File: config.mk
export PLATFORM = sky130hd
export DESIGN_NAME = pipe_hazard_ctrl
export DESIGN_NICKNAME = d
export VERILOG_FILES = /design/src/rtl/npc_pipe_pkg.sv /design/src/rtl/sb_counter_bank.sv /design/src/rtl/pipe_hazard_ctrl.sv
export SDC_FILE = /design/constraint.sdc
export NUM_CORES = 1
export LEC_CHECK = 0
export CAP_MARGIN = 25
export CORE_MARGIN = 2
export CORE_UTILIZATION = 50
export CTS_BUF_LIST = sky130_fd_sc_hd__clkbuf_16
export DETAILED_ROUTE_END_ITERATION = 7
export PLACE_DENSITY_LB_ADDON = 0.08
export RECOVER_POWER = 100
export SYNTH_ARGS = -nofsm -noshare
export SYNTH_HDL_FRONTEND = slang
export SYNTH_SLANG_ARGS = --single-unit
File: constraint.sdc
create_clock -name clk -period 3.6 [get_ports clk]
set_input_delay 0.36 -clock clk [delete_from_list [all_inputs] [get_ports clk]]
set_output_delay 0.36 -clock clk [all_outputs]
set_load 0.05 [all_outputs]
File: src/rtl/npc_pipe_pkg.sv
// Shared types and constants for the NPC pipeline hazard controller.
package npc_pipe_pkg;

    localparam int unsigned NPC_NREG  = 32;
    localparam int unsigned NPC_CNT_W = 2;
    localparam int unsigned RIDX_W    = 5;

    localparam logic [RIDX_W-1:0] REG_X0 = 5'd0;

    typedef enum logic [1:0] {
        RUN   = 2'd0,
        FLUSH = 2'd1,
        HALT  = 2'd2
    } hc_state_e;

endpackage

File: src/rtl/sb_counter_bank.sv
// Per-register pending-write counters with one increment and one decrement port per cycle.
module sb_counter_bank
    import npc_pipe_pkg::*;
#(
    parameter int unsigned NREG  = NPC_NREG,
    parameter int unsigned CNT_W = NPC_CNT_W
) (
    input  logic              clk,
    input  logic              rst,
    input  logic              inc_en,
    input  logic [RIDX_W-1:0] inc_idx,
    input  logic              dec_en,
    input  logic [RIDX_W-1:0] dec_idx,
    input  logic [RIDX_W-1:0] rs1_idx,
    input  logic [RIDX_W-1:0] rs2_idx,
    input  logic [RIDX_W-1:0] rd_idx,
    output logic [CNT_W-1:0]  cnt_rs1,
    output logic [CNT_W-1:0]  cnt_rs2,
    output logic [CNT_W-1:0]  cnt_rd,
    output logic [NREG-1:0]   pending,
    output logic              underflow
);

    localparam logic [CNT_W-1:0] CNT_MAX = '1;

    logic [CNT_W-1:0] cnt_q [NREG];
    logic [CNT_W-1:0] cnt_d [NREG];

    always_comb begin
        for (int i = 0; i < NREG; i++) begin
            cnt_d[i] = cnt_q[i];
            // A matching inc and dec in the same cycle cancel out.
            if (inc_en && inc_idx == RIDX_W'(i) && !(dec_en && dec_idx == RIDX_W'(i))) begin
                if (cnt_q[i] != CNT_MAX) begin
                    cnt_d[i] = cnt_q[i] + CNT_W'(1);
                end
            end else if (dec_en && dec_idx == RIDX_W'(i) &&
                         !(inc_en && inc_idx == RIDX_W'(i))) begin
                if (cnt_q[i] != '0) begin
                    cnt_d[i] = cnt_q[i] - CNT_W'(1);
                end
            end
        end
    end

    always_ff @(posedge clk) begin
        for (int i = 0; i < NREG; i++) begin
            if (rst) begin
                cnt_q[i] <= '0;
            end else begin
                cnt_q[i] <= cnt_d[i];
            end
        end
    end

    assign cnt_rs1   = cnt_q[rs1_idx];
    assign cnt_rs2   = cnt_q[rs2_idx];
    assign cnt_rd    = cnt_q[rd_idx];
    assign underflow = dec_en && (cnt_q[dec_idx] == '0);

    for (genvar g = 0; g < NREG; g++) begin : g_pending
        assign pending[g] = |cnt_q[g];
    end

endmodule

File: src/rtl/pipe_hazard_ctrl.sv
// Scoreboard and issue sequencer for the ID -> IS -> WB pipeline: hazard stalls,
// redirect flush of ID and stale fetch, and ebreak halt.
module pipe_hazard_ctrl
    import npc_pipe_pkg::*;
#(
    parameter int unsigned NREG  = NPC_NREG,
    parameter int unsigned CNT_W = NPC_CNT_W
) (
    input  logic              clk,
    input  logic              rst,
    input  logic              id_valid,
    input  logic [RIDX_W-1:0] id_rs1,
    input  logic              id_rs1_ren,
    input  logic [RIDX_W-1:0] id_rs2,
    input  logic              id_rs2_ren,
    input  logic [RIDX_W-1:0] id_rd,
    input  logic              id_rf_wen,
    input  logic              is_ready,
    input  logic              is_redirect,
    input  logic              if_busy,
    input  logic              wb_valid,
    input  logic [RIDX_W-1:0] wb_rd,
    input  logic              wb_rf_wen,
    input  logic              wb_ebreak,
    output logic              id_issue,
    output logic              id_stall,
    output logic              id_flush,
    output logic              if_drop,
    output logic              halted,
    output logic              sb_err,
    output logic [NREG-1:0]   pending
);

    localparam logic [CNT_W-1:0] CNT_MAX = '1;

    hc_state_e state_q, state_d;
    logic      sb_err_q;

    logic [CNT_W-1:0] cnt_rs1, cnt_rs2, cnt_rd;
    logic             inc_en, dec_en, underflow, hazard;

    sb_counter_bank #(
        .NREG  (NREG),
        .CNT_W (CNT_W)
    ) u_bank (
        .clk       (clk),
        .rst       (rst),
        .inc_en    (inc_en),
        .inc_idx   (id_rd),
        .dec_en    (dec_en),
        .dec_idx   (wb_rd),
        .rs1_idx   (id_rs1),
        .rs2_idx   (id_rs2),
        .rd_idx    (id_rd),
        .cnt_rs1   (cnt_rs1),
        .cnt_rs2   (cnt_rs2),
        .cnt_rd    (cnt_rd),
        .pending   (pending),
        .underflow (underflow)
    );

    // Counters are read pre-update: a WB retiring this cycle does not unblock ID until next cycle.
    assign hazard = (id_rs1_ren && id_rs1 != REG_X0 && cnt_rs1 != '0) ||
                    (id_rs2_ren && id_rs2 != REG_X0 && cnt_rs2 != '0) ||
                    (id_rf_wen  && id_rd  != REG_X0 && cnt_rd == CNT_MAX);

    assign id_issue = id_valid && is_ready && !hazard && !is_redirect && (state_q == RUN);
    assign id_stall = id_valid && !id_issue && !id_flush;
    assign inc_en   = id_issue && id_rf_wen && (id_rd != REG_X0);
    assign dec_en   = wb_valid && wb_rf_wen && (wb_rd != REG_X0);
    assign halted   = (state_q == HALT);
    assign sb_err   = sb_err_q;

    always_comb begin
        state_d  = state_q;
        id_flush = 1'b0;
        if_drop  = 1'b0;
        unique case (state_q)
            RUN: begin
                if (is_redirect) begin
                    id_flush = 1'b1;
                    if (if_busy) begin
                        state_d = FLUSH;
                    end
                end
            end
            FLUSH: begin
                if_drop = if_busy;
                if (is_redirect) begin
                    id_flush = 1'b1;
                end else if (!if_busy) begin
                    state_d = RUN;
                end
            end
            HALT: begin
                state_d = HALT;
            end
            default: begin
                state_d = RUN;
            end
        endcase
        if (wb_valid && wb_ebreak) begin
            state_d = HALT;
        end
    end

    always_ff @(posedge clk) begin
        if (rst) begin
            state_q  <= RUN;
            sb_err_q <= 1'b0;
        end else begin
            state_q  <= state_d;
            sb_err_q <= sb_err_q | underflow;
        end
    end

endmodule

## Word level (Yosys, flattened, before mapping)

Memories as Yosys holds them, arrays and structs flattened.
Cells that the tools add are included.

- Register bits: 3
- Bits in writable memories: 64
- Output and inout bits: 38
- Word-level logic and storage cells: 672
- Memories kept: 1

Memories:

| name | depth | width | rd ports | clocked after memory_dff | write ports | RTL line | RTL |
|---|---|---|---|---|---|---|---|
| u_bank.cnt_q | 32 | 2 | 36 | 0 | 32 | sb_counter_bank.sv:26 | `logic [CNT_W-1:0] cnt_q [NREG];` |

- Add/sub/neg operators: 64
- Equal/unequal tests: 105
- Mux-type cells: 172
- Bitwise logic cells: 33
- Reduce and logical (&&, ||, !) cells: 294

Operators by type and width:

| kind | count |
|---|---|
| 2-bit two-way mux | 165 |
| 5-bit == test (second input constant) | 32 |
| 1-bit logical AND | 146 |
| 5-bit by 4-bit == test with 1-bit output (second input constant) | 16 |
| 2-bit inequality test (second input constant) | 36 |
| 1-bit zero test | 68 |
| 2-bit nonzero test | 34 |
| 2-bit OR reduction | 34 |
| 2-bit by 1-bit adder with 2-bit output (second input constant) | 32 |
| 2-bit by 1-bit subtractor with 2-bit output (second input constant) | 32 |
| 5-bit by 3-bit == test with 1-bit output (second input constant) | 8 |
| 1-bit bitwise OR | 33 |
| 5-bit by 2-bit == test with 1-bit output (second input constant) | 4 |
| 5-bit nonzero test | 4 |
| 5-bit by 1-bit == test with 1-bit output (second input constant) | 2 |
| 5-bit zero test | 2 |
| 4-bit AND reduction | 2 |
| 1-bit two-way mux | 6 |
| 3-bit by 2-bit inequality test with 1-bit output (second input constant) | 2 |
| 3-bit inequality test (second input constant) | 2 |
| 2-bit case mux with 3 select lines | 1 |
| 2-bit == test (second input constant) | 2 |
| 2-bit zero test | 2 |
| 2-bit by 1-bit == test with 1-bit output (second input constant) | 1 |
| 1-bit logical OR | 2 |

## Logic depth before layout (Yosys ltp)

Gate-level depths: netlist (run 1).

- Word-level depth: 17
- Gate-level depth with buffers: 13
- Depth with buffers taken out: 10

## By module

Synthesis (run 1) repeated with hierarchy kept, for this count alone.

- Cells, all modules: 700
- Area total of the unflattened synthesis: 6028.3 µm²

By module, submodules not included:

| module | instances | cells each | area each (µm²) | seq. area each (µm²) |
|---|---|---|---|---|
| sb_counter_bank | 1 | 668 | 5756.8 | 1281.2 |
| pipe_hazard_ctrl | 1 | 32 | 271.5 | 60.1 |

## Worst setup path after synthesis (run 1)

OpenSTA, ideal clock, no wires.

- Path kind: reg2out
- From: memory u_bank.cnt_q[29][1] (netlist name)
- To: output id_stall
- Arrival time: 3503 ps
- Required time: 3240 ps
- Setup slack: -263 ps
- Stages on the path, launching flop included: 8
- Path buffers: 0
- Path through: dfxtp_1 > or2_1 > o22ai_1 > o311ai_0 > a22oi_4 > and2_1 > and4_1 > nor3b_1

RTL lines:

| what | RTL line | RTL |
|---|---|---|
| start: declaration | sb_counter_bank.sv:26 |  |
| end: declaration | pipe_hazard_ctrl.sv:26 | `output logic id_stall,` |

## Worst setup path in the final report (run 1)

- From: input id_rd[2]
- To: output id_stall

- Longest elaborated chain between the ends: 11
- Elaborated cells on any way between the ends: 13
- Classes of those cells: eq/ne (1); reduce/logical (11); memory (1)

Ends and longest elaborated chain:

| what | RTL line | RTL |
|---|---|---|
| start: declaration | pipe_hazard_ctrl.sv:16 | `input logic [RIDX_W-1:0] id_rd,` |
| memory read 32 x 2 bit / 5-bit nonzero test (equally long branches) | n/a |  |
| 2-bit == test / 1-bit logical AND (equally long branches) | pipe_hazard_ctrl.sv:65 | `(id_rf_wen && id_rd != REG_X0 && cnt_rd == CNT_MAX);` |
| 1-bit logical AND * | pipe_hazard_ctrl.sv:65 |  |
| 1-bit logical OR * | pipe_hazard_ctrl.sv:64 | `(id_rs2_ren && id_rs2 != REG_X0 && cnt_rs2 != '0) \|\|` |
| 1-bit zero test * | pipe_hazard_ctrl.sv:67 | `assign id_issue = id_valid && is_ready && !hazard && !is_redirect && (state_q == RUN);` |
| 1-bit logical AND * (3 in a row) | pipe_hazard_ctrl.sv:67 |  |
| 1-bit zero test * | pipe_hazard_ctrl.sv:68 | `assign id_stall = id_valid && !id_issue && !id_flush;` |
| 1-bit logical AND * (2 in a row) | pipe_hazard_ctrl.sv:68 |  |

Mark *: on every way between the ends. The rest lies on a longest branch, timed or not.

==> flow_summary.yaml, run 1 <==
synth:
  synth_edf_count: 0
  synth_nets: 779
  ys_types: 68
  syn_avg_cell_area_sq_um: 7.36
  synth-seq-cells: 67
  syn_area_sq_mm: 0.00549
  async_flop_share: 0
  yosys_warnings: 0
  seq_area_frac_synth: 0.244
  netlist_instances: 746
  synthFlopType: "dfxtp_1"
timing:
  max-slew-margin-rel: -0.911
  finalClockSkew_ns: 0.00571
  slew_viol_final: 64
  setup_viol: 0
  rsz0062_at_grt: "false"
  tightest_slew_ns: 2.87
  tns_ns: 0
  finalHoldViolCount: 0
  layout_setup_ws_ns: 0.0801
  min_period_ns: 3.52
  final.period_utilization: 0.978
  fin_hold_ws_ns: 0.402
  fmax_mhz: 284
routing:
  viasPerCell: 6.68
  vias: 6360
  dr.pass1.iters: 5
  wire_per_inst_um: 20.9
  routed_wl_um: 19900
  first_iter_violations: 817
  ant_nets: 0
  drcViolationCount: 0
clock_tree:
  clock_sinks: 67
  path_clk_slew_ns: 0.06
  ctsHoldBuffers: 0
  cts-htree-levels: 3
  postCtsSetupBuffers: 0
  cts_tree: "done"
  cts_buffer_depth: 2
  clk_latency_ns: 0.35
  cts_buffers: 9
  cts-root-buf: "clkbuf_16"
critical_path:
  cp-startpoint: "id_rd[2]"
  rr_endpoint: "u_bank.cnt_q[2][0]$_SDFFE_PP0P_"
  r2r_slack_ns: 0.30
  cp_data_arrival_time_ns: 3.16
  critical_path_class: "input port to output pin"
  rr_worst_depth: 11
  critical_path_peak_fanout: 24
  required_ns: 3.24
  critPathCapture: "id_stall"
  worstSetupStartpointType: "input port"
  timing.rr.start: "u_bank.cnt_q[28][1]$_SDFFE_PP0P_"
  endpoint_kind: "output pin"
global_routing:
  grt_antenna_before_repair: 0
  grt_pass1_vias: 6011
  grt_util_all_layers: 0.343
  grt_pass1_wl_um: 31100
  grt_remaining_overflow: 0
  grt_max_degree: 64
layout:
  nets: 840
  drive_gt1_frac: 0.108
  post-route-util: 0.617
  syn2layout_area_growth_pct: 21.4
  antennaDiodeCount: 0
floorplan:
  rows: 38
  fp.coreArea_sq_mm: 0.0108
  dieArea_sq_mm: 0.0118
  die_h_um: 109
  initial_core_util: 0.508
  io_pins: 70
  die_x_um: 109
power:
  p_leak_uw: 0.00262
  irDropWorstVdd_uv: 271
  p_per_area_mw_per_mm2: 310
status:
  status: "complete, but fails checks"
  violations: "capacitance limit, slew limit"
placed_design:
  place_ws_ns: 0.0401
  numPortBuffers: 69
  place_congestion: 1.01
  dp_hpwl_um: 15300
job:
  cap_violations: 1
worst_hold_path:
  hold_path_depth: 2
  worstHoldPathType: "input port to flip-flop"
routing by layer:
metal | up-vias | track usage | routed length [um]
li1 | 2919 | - | -
met1 | 2990 | 0.416 | 7690
met2 | 358 | 0.574 | 9300
met3 | 93 | 0.0550 | 1660
met4 | 0 | 0.199 | 1270
met5 | - | 0 | 0
synth_stat cells, types with 9 or more instances:
| master | number | share of area |
|---|---|---|
| nor2_1 | 80 | 0.055 |
| or2_2 | 15 | 0.017 |
| o31ai_1 | 10 | 0.014 |
| a31oi_1 | 11 | 0.013 |
| dfxtp_1 | 67 | 0.24 |
| clkbuf_1 | 27 | 0.018 |
| mux4_2 | 14 | 0.057 |
| o22ai_1 | 9 | 0.010 |
| nand2b_1 | 21 | 0.024 |
| a21oi_1 | 52 | 0.047 |
| nand2_1 | 62 | 0.042 |
| o211a_1 | 11 | 0.020 |
| nor2b_1 | 10 | 0.011 |
| nand4_1 | 16 | 0.018 |
| nand3_1 | 25 | 0.023 |
| nor3_1 | 50 | 0.046 |
| inv_1 | 33 | 0.023 |
| a211oi_1 | 17 | 0.023 |
| o21ai_0 | 54 | 0.049 |
| o21a_1 | 9 | 0.012 |
| buf_2 | 11 | 0.010 |
layout make-up:
cell class                      instances  area, sq um
Tap cell                              140          175
Fill cell                             968         4130
Clock inverter                          7          115
Inverter                               33          124
Clock buffer                            9          225
Sequential cell                        67         1340
Multi-Input combinational cell        602         3810
Timing Repair Buffer                   94          866
worst min path at each step:
stage | start | endpoint | slack [ns]
after floorplan | u_bank.cnt_q[0][1]$_SDFFE_PP0P_ | u_bank.cnt_q[0][1]$_SDFFE_PP0P_ | 0.46
after global placement | sb_err$_SDFF_PP0_ | sb_err$_SDFF_PP0_ | 0.45
after detailed placement | sb_err$_SDFF_PP0_ | sb_err$_SDFF_PP0_ | 0.45
after CTS | rst | u_bank.cnt_q[13][0]$_SDFFE_PP0P_ | 0.30
after global routing | rst | u_bank.cnt_q[13][0]$_SDFFE_PP0P_ | 0.42
final | rst | u_bank.cnt_q[13][0]$_SDFFE_PP0P_ | 0.40
timing repair:
item,in CTS,in global routing
setup endpoints to repair,0,1
resized for setup,0,1
endpoints found under the hold margin,0,0
where the power goes:
group | internal (uW) | leakage (uW) | switching (uW)
Clock | 676 | 0.000165 | 367
Combinational | 102 | 0.00192 | 175
Sequential | 744 | 0.000540 | 2.18
Total | 1520 | 0.00262 | 545
flip-flops by register name, summed over array words and instances (netlist names):
signal / count
u_bank.cnt_q: 64
sb_err: 1
state_q: 2
through the flow:
stage / instance area (sq um) / power, uW / std cells
4_1_cts: 6700 / 2060 / 952
5_1_grt: 6660 / 2110 / 952
3_5_place_dp: 6350 / 1030 / 936
3_3_place_gp: 6350 / 1030 / 936
6_report: 6660 / 2070 / 952
2_1_floorplan: 5490 / 928 / 746
cells by family after synthesis:
family                   synth area share
XOR/XNOR                          0.00958
AO/OA/AOI/OAI                       0.274
multiplexers                       0.0789
flip-flops                          0.244
buffers and inverters              0.0579
adder cells (fa/ha/maj)           0.00228
AND/OR/NAND/NOR                     0.333
worst max-delay path, stage by stage:
cell and delay, ns:
clkdlybuf4s50_1 0.61, buf_4 0.31, nor2b_1 0.41, nand3_1 0.14, nand4_1 0.11, nand4_1 0.19
o22ai_1 0.32, nand2_1 0.08, and4_1 0.20, nor3b_2 0.19, buf_4 0.22
cells in the final DEF (no fill, tap or decap), types with 9 or more instances in the layout:
master and instances:
o211a_1 11, dlygate4sd3_1 38, a211oi_1 17, nand2b_1 21, o21a_1 9, clkbuf_16 9, dfxtp_1 67, nor2b_1 10
inv_1 33, or2_2 15, nor3_1 51, o31ai_1 10, buf_4 22, a31oi_1 12, o22ai_1 9, clkdlybuf4s50_1 28
a21oi_1 52, mux4_2 14, nand3_1 25, o21ai_0 54, nand4_1 16, nand2_1 62, nor2_1 80
Note: power is estimated with default switching activity, not from simulation.
==> run 2, diff against run 1 <==
Settings changed: ABC_CLOCK_PERIOD_IN_PS set to 3600.
==> results of run 2 <==
Same layout as run 1: the final DEF is identical, and so are final timing and power.
==> run 3, diff against run 2 <==
Settings changed: ABC_CLOCK_PERIOD_IN_PS 3600 to 4300.
Clock period 3.6 ns to 4.3 ns, I/O delays scaled along.
==> run 3 against run 2 <==
  * The flow still finishes with violations (capacitance limit, slew limit)
  * Largest cell class unchanged
  * Worst setup slack better by 0.14 ns
  * Flip-flop and latch count stayed put
  * Highest routed layer unchanged
  * Register-to-register slack gained 0.54 ns
  * Critical path type unchanged
  * Critical endpoint unchanged
  * Clock skew fell by 0.0027 ns
  * Hold slack improved by 0.062 ns
==> flow_summary.yaml, run 3 (same netlist as run 1, synthesis figures left out) <==
status:
  status: "complete, but fails checks"
  violations: "capacitance limit, slew limit"
critical_path:
  cp_cell_sequence: "clkdlybuf4s50_1, or2_0, o32ai_2, nor4_1, or4_4, a22oi_4, buf_4, and2_1, and4_1, nor3b_1, buf_4"
  path_buf_inv: 3
  critical_path_peak_fanout: 16
  critical_path_class: "input port to output pin"
  required_ns: 3.87
  cp_slowest_cell: "clkdlybuf4s50_1"
  worstSetupStartpointType: "input port"
  cp_common_cell: "buf_4"
  cp_top_family: "simple AND/OR/NAND/NOR gates"
  cp_data_arrival_time_ns: 3.65
  cpPeakStageDelay_ns: 0.58
  endpoint_kind: "output pin"
clock_tree:
  path_clk_slew_ns: 0.05
  clock_sinks: 67
  cts_buffer_depth: 2
  cts-root-buf: "clkbuf_16"
  ctsHoldBuffers: 0
  cts_resized: 0
  clk_latency_ns: 0.35
  cts_buffers: 9
  cts-htree-levels: 3
  cts_tree: "done"
  postCtsSetupBuffers: 0
timing:
  rsz0062_at_grt: "false"
  min_period_ns: 4.08
  finalHoldViolCount: 0
  layout_setup_ws_ns: 0.220
  slew_viol_final: 50
  fmax_mhz: 245
  tightest_slew_ns: 2.27
  max-slew-margin-rel: -0.511
  finalClockSkew_ns: 0.00298
  tns_ns: 0
  setup_viol: 0
  final.period_utilization: 0.949
routing:
  viasPerCell: 6.63
  wire_per_inst_um: 21.4
  routed_wl_um: 20300
  vias: 6283
  dr.pass1.iters: 7
  ant_nets: 0
  drcViolationCount: 0
  first_iter_violations: 644
layout:
  layout_commonest_cell: "nor2_1"
  largest_register_ffs: 64
  drive_gt1_frac: 0.0928
  syn2layout_area_growth_pct: 19.4
  fillers: 1000
  largest_register: "u_bank.cnt_q"
  mostFrequentLayoutCells: "nor2_1, dfxtp_1, nand2_1"
  stdcell_area_sq_mm: 0.00655
  nets: 836
  antennaDiodeCount: 0
  final_cells: 948
floorplan:
  dieArea_sq_mm: 0.0118
  fp.coreArea_sq_mm: 0.0108
  die_x_um: 109
  rows: 38
  io_pins: 70
  initial_core_util: 0.508
  die_h_um: 109
placed_design:
  place_congestion: 1.01
  placed_cells: 932
  dp_hpwl_um: 15600
  place_ws_ns: 0.348
  numPortBuffers: 69
  postPlaceCellArea_sq_mm: 0.00632
global_routing:
  grt_util_all_layers: 0.347
  grt_pass1_wl_um: 30600
  grt_antenna_before_repair: 0
  grt_pass1_vias: 5597
  grt_max_degree: 50
  grt_remaining_overflow: 0
power:
  p_leak_uw: 0.00253
  p_per_area_mw_per_mm2: 240
  irDropWorstVdd_uv: 245
job:
  cap_violations: 1
worst_hold_path:
  worstHoldPathType: "flip-flop to flip-flop"
==> run 3: layout make-up <==
| cell class | count | area [sq um] | share of cell area |
|---|---|---|---|
| repair buffers | 90 | 823 | 0.126 |
| well taps | 140 | 175 | 0.0267 |
| clock inverters | 7 | 52.6 | 0.00802 |
| inverters | 33 | 124 | 0.0189 |
| multi-input cells | 602 | 3810 | 0.581 |
| clock buffers | 9 | 225 | 0.0344 |
| flip-flops and latches | 67 | 1340 | 0.205 |
==> run 3: worst paths after layout <==
path / slack [ns] / cells after the start / endpoint / from
worst max-delay path: 0.22 / 11 / id_stall / id_rs1[0]
worst min-delay path: 0.46 / 1 / sb_err$_SDFF_PP0_ / sb_err$_SDFF_PP0_
worst max register to register: 0.84 / 11 / u_bank.cnt_q[15][0]$_SDFFE_PP0P_ / u_bank.cnt_q[28][0]$_SDFFE_PP0P_
worst min register to register: 0.46 / 1 / sb_err$_SDFF_PP0_ / sb_err$_SDFF_PP0_
==> run 3: where the power goes <==
| group | switching [uW] | leakage [uW] | internal [uW] |
|---|---|---|---|
| combinational | 153 | 0.00184 | 82.3 |
| clock | 277 | 0.000146 | 436 |
| sequential | 1.99 | 0.000540 | 623 |
==> run 3: through the flow <==
stage	power [uW]	utilization	hold slack (ns)
after global routing	1620	0.607	0.484
after CTS	1580	0.611	0.467
after floorplan	776	-	0.458
after global placement	866	0.586	0.453
after detailed placement	869	0.586	0.455
final	1570	0.607	0.464
==> run 3: per-layer routing <==
layer / part of all wire / vias up / track usage
li1: - / 2912 / -
met1: 0.41 / 2969 / 0.457
met2: 0.44 / 351 / 0.528
met3: 0.11 / 51 / 0.0861
met4: 0.036 / 0 / 0.178
met5: 0 / - / 0
==> run 3: worst reg2reg max path, stage by stage (launching register included) <==
cell,delay (ns)
dfxtp_1,0.33
nor2_1,0.31
inv_1,0.13
mux4_2,0.47
or2_1,0.26
a31oi_2,0.26
and3_1,0.27
nand4b_1,0.27
clkbuf_1,0.24
or4_1,0.40
and4_1,0.20
a211o_1,0.21
